**config.mk**
```make
export PLATFORM = sky130hd
export DESIGN_NAME = operand_register
export DESIGN_NICKNAME = d
export VERILOG_FILES = /design/src/rtl/operand_pkg.sv /design/src/rtl/operand_register.sv
export SDC_FILE = /design/constraint.sdc
export NUM_CORES = 1
export LEC_CHECK = 0
export ABC_AREA = 1
export CORE_MARGIN = 4
export CORE_UTILIZATION = 55
export CTS_CLUSTER_DIAMETER = 30
export DETAILED_ROUTE_END_ITERATION = 6
export GPL_ROUTABILITY_DRIVEN = 0
export PLACE_DENSITY = 0.86
export SLEW_MARGIN = 0
export SYNTH_ARGS = -nofsm -noshare
export SYNTH_HDL_FRONTEND = slang
export SYNTH_SLANG_ARGS = --single-unit
```
**constraint.sdc**
```tcl
create_clock -name clk_i -period 16 [get_ports clk_i]
set_input_delay 2.4 -clock clk_i [delete_from_list [all_inputs] [get_ports clk_i]]
set_output_delay 2.4 -clock clk_i [all_outputs]
set_load 0.1 [all_outputs]
```
**src/rtl/operand_pkg.sv**
```systemverilog
// Shared sizing constants and element type for the matrix operand store and
// the datapath that consumes it.
package operand_pkg;

  localparam int OP_DATA_WIDTH  = 32;
  localparam int OP_ADDR_WIDTH  = 4;
  localparam int OP_MATRIX_SIZE = 16;

  typedef logic [OP_DATA_WIDTH-1:0] operand_elem_t;

endpackage : operand_pkg

```
**src/rtl/operand_register.sv**
```systemverilog
// Single-port, word-addressed operand store: synchronous write, combinational
// read, asynchronous clear. Out-of-range addresses neither write nor alias.
module operand_register
  import operand_pkg::*;
#(
  parameter int DATA_WIDTH  = OP_DATA_WIDTH,
  parameter int ADDR_WIDTH  = OP_ADDR_WIDTH,
  parameter int MATRIX_SIZE = OP_MATRIX_SIZE
) (
  input  logic                  clk_i,
  input  logic                  rst_ni,
  input  logic [DATA_WIDTH-1:0] write_data_Mat_i,
  input  logic [ADDR_WIDTH-1:0] addr_Mat_i,
  input  logic                  write_en_Mat_i,
  output logic [DATA_WIDTH-1:0] read_data_Mat_o
);

  // One extra bit so MATRIX_SIZE == 2**ADDR_WIDTH is representable.
  localparam logic [ADDR_WIDTH:0] LP_SIZE = (ADDR_WIDTH + 1)'(MATRIX_SIZE);

  logic [DATA_WIDTH-1:0] r_mem [MATRIX_SIZE];
  logic                  w_addr_valid;
  logic [DATA_WIDTH-1:0] w_read_data;

  // Address range decode shared by the write enable and the read mux.
  always_comb begin
    w_addr_valid = 1'b0;
    if ({1'b0, addr_Mat_i} < LP_SIZE) begin
      w_addr_valid = 1'b1;
    end else begin
      w_addr_valid = 1'b0;
    end
  end

  // Storage: cleared while reset is high, otherwise one entry written per edge.
  always_ff @(posedge clk_i or posedge rst_ni) begin
    if (rst_ni) begin
      for (int i = 0; i < MATRIX_SIZE; i++) begin
        r_mem[i] <= '0;
      end
    end else if (write_en_Mat_i && w_addr_valid) begin
      r_mem[addr_Mat_i] <= write_data_Mat_i;
    end
  end

  // Read mux; reset and out-of-range addresses return zero.
  always_comb begin
    w_read_data = '0;
    if (rst_ni) begin
      w_read_data = '0;
    end else if (w_addr_valid) begin
      w_read_data = r_mem[addr_Mat_i];
    end else begin
      w_read_data = '0;
    end
  end

  assign read_data_Mat_o = w_read_data;

endmodule : operand_register

```
==> results.py <==
metrics = {
    "synth": {
        "ys_warn_count": 0,
        "synth_top_area_cell": "dfrtp_1",
        "ys_types": 17,
        "synth.area.top_cells": "dfrtp_1 54%, nand2_1 25%, a21oi_1 5.4%, nor2_1 5.0%, o21ai_0 4.9%",
        "ys_seq_area_share_pct": 53.8,
        "syn_area_per_cell_um2": 7.35,
        "ys.flop_type": "dfrtp_1",
        "async_reset_ff_share_pct": 100,
        "yosys-top-cells-count": "1,609 x nand2_1, 512 x dfrtp_1, 320 x nor2_1",
        "synth_most_common_cell": "nand2_1",
        "synth_fp_nets": 3278,
        "synth-seq-cells": 512,
        "syn_area_um2": 23800,
        "synth_top_area_share_pct": 53.8,
        "synth-edff-count": 0,
        "netlist_instances": 3239,
    },
    "status": {
        "status": "completed",
    },
    "sta": {
        "max_freq_mhz": 110,
        "maxSlewHeadroom_pct": 19.0,
        "slew_viol_final": 0,
        "grt_setup_unrepaired": "false",
        "fin_crit_sh_pct": 56.6,
        "period_minus_slack_ns": 9.06,
        "final-hold-violation-count": 0,
        "tightestPinTransition_ns": 1.21,
        "setup_viol": 0,
        "setup-tns-final_ns": 0,
        "fin_skew_ns": 0,
    },
    "routing": {
        "vias": 22070,
        "drt-pass1-iter-count": 7,
        "final_antenna_net_count": 0,
        "wire_per_inst_um": 18.1,
        "routed_wl_um": 69900,
        "drc_errors": 0,
        "routed_via_density": 5.71,
        "drt_iter0_markers": 2882,
    },
    "layout": {
        "syn_to_final_growth_pct": 17.6,
        "final_util_pct": 66.0,
        "antenna_cells": 0,
        "largestRegisters": "r_mem x512",
        "drive_above_1_share_pct": 6.97,
        "largest_reg_flops": 512,
        "top_register": "r_mem",
        "fin_nets": 3244,
        "fin_area_um2": 28000,
    },
    "setup_path": {
        "cp-end-kind": "output pin",
        "crit_type": "primary input to output pin",
        "startpoint_type": "primary input",
        "crit_path_top_delay_cell": "clkdlybuf4s50_1",
        "crit_path_max_fanout": 177,
        "slowest_delay_ns": 1.20,
        "cp_num_buf_inv": 4,
        "cp_data_arrival_time_ns": 6.66,
        "worstPathRequired_ns": 13.60,
        "critPathMostFrequentCell": "nand2_1",
        "path_cells": "clkbuf_8 > inv_8 > buf_4 > nand2_1 > nand2_1 > nand2_1 > nand2_1 > nand2_1 > nand2_1 > nor2_1 > nor2_1 > clkdlybuf4s50_1",
        "crit_family": "buffers and inverters",
    },
    "power_and_ir_drop": {
        "peakVddDrop_uv": 82.6,
        "p_int_w": 0.00321,
        "leakage_nw": 14.3,
        "p_clk_share_pct": 46.0,
        "powerDensity_nw_per_um2": 163,
        "power_frac_seq_pct": 38.1,
        "power_switching_w": 0.00137,
        "pwr-share-comb_pct": 15.9,
        "swShare_pct": 29.8,
    },
    "floorplanning": {
        "die_h_um": 216,
        "initial_utilization_pct": 56.2,
        "num_rows": 75,
        "core_area_um2": 42400,
        "io_pins": 71,
        "die_area_um2": 46700,
        "die_w_um": 216,
    },
    "clock_tree": {
        "clockBufferDepth": 3,
        "root_buffer": "clkbuf_16",
        "cts_tree": "done",
        "path_clk_slew_ns": 0.05,
        "cts_made_buffers": 93,
        "hold_buffers": 0,
        "cts_setup_buffers": 0,
        "insertion_delay_ns": 0.61,
        "cts_sinks": 512,
        "cts.htree.levels": 3,
        "post_cts_resized": 0,
    },
    "grt": {
        "gr-usage-all-layers_pct": 29.4,
        "grt_pass1_vias": 21624,
        "grt_max_degree": 178,
        "grt-ovfl-total": 0,
        "grt_pass1_wl_um": 112000,
        "antenna_found_initial": 1,
    },
    "flow_run": {
        "drv_cap": 0,
    },
    "placed_design": {
        "dp.final_hpwl_um": 33600,
        "portBuffers": 70,
        "placed_area_um2": 24600,
    },
    "worst_hold_path": {
        "min_path_type": "flop to flop",
    },
}
-- path summary, 6_finish.rpt --
| path | from | endpoint | slack, ns | depth (start not counted) |
|---|---|---|---|---|
| setup / recovery | addr_Mat_i[0] | read_data_Mat_o[19] | 6.94 | 12 |
| hold reg to reg | r_mem[284] | r_mem[284] | 0.48 | 2 |
| setup reg to reg | r_mem[309] | r_mem[309] | 15.20 | 2 |
| hold / removal | r_mem[284] | r_mem[284] | 0.48 | 2 |
| min in group asynchronous | rst_ni | r_mem[142] | 2.51 | 2 |
| max in group asynchronous | rst_ni | r_mem[146] | 10.40 | 5 |
-- layer usage --
metal | GRT usage (%) | wire length [um] | vias to the layer above
li1 | - | - | 10051
met1 | 38.5 | 27100 | 10459
met2 | 46.2 | 32000 | 1272
met3 | 6.25 | 7080 | 286
met4 | 16.4 | 3690 | 2
met5 | 0 | 12 | -
-- worst register-to-register path, cell delays in order (launching register included) --
cell     delay (ns)
dfrtp_1        0.39
nor2_1         0.18
a21oi_1        0.08
-- power by group through the flow --
stage / Clock [W] / Sequential (W) / Combinational [W]
after detailed placement: 0 / 0.00175 / 0.000700
after CTS: 0.00211 / 0.00174 / 0.000724
after floorplan: 0 / 0.00172 / 0.000559
final: 0.00211 / 0.00175 / 0.000728
after global routing: 0.00218 / 0.00177 / 0.000831
after global placement: 0 / 0.00174 / 0.000670
-- layout by cell type, fill, tap and decap left out, drive strengths merged --
| master | count |
|---|---|
| clkdlybuf4s50 | 67 |
| inv | 65 |
| a21oi | 256 |
| clkinv | 18 |
| clkinvlp | 11 |
| nand3 | 2 |
| bufinv | 14 |
| nor2 | 331 |
| o21ai | 256 |
| clkbuf | 110 |
| dfrtp | 512 |
| nor3 | 2 |
| nand2 | 1609 |
| buf | 32 |
-- metrics by stage --
step	worst slack [ns]	power, W	hold WS (ns)	instances
floorplan	6.27	0.00228	0.453	3239
global route	6.76	0.00478	0.496	3862
CTS	7.00	0.00457	0.485	3862
global placement	6.95	0.00241	0.465	3687
detailed placement	7.01	0.00245	0.473	3687
finish	6.94	0.00458	0.483	3862
-- cell type report --
type | instances | area [um2]
Tap cell | 577 | 722
Multi-Input combinational cell | 2456 | 9980
Inverter | 42 | 171
Fill cell | 3135 | 14400
Sequential cell | 512 | 12800
Timing Repair Buffer | 100 | 947
Clock buffer | 109 | 2520
Clock inverter | 66 | 856
-- cells by family after synthesis --
kind of cell,count (synthesis),synth area share (%)
AO/OA/AOI/OAI,512,10.8
buffers and inverters,271,4.57
flip-flops,512,53.8
AND/OR/NAND/NOR,1944,30.9
Power figures use the tool's default switching activity.
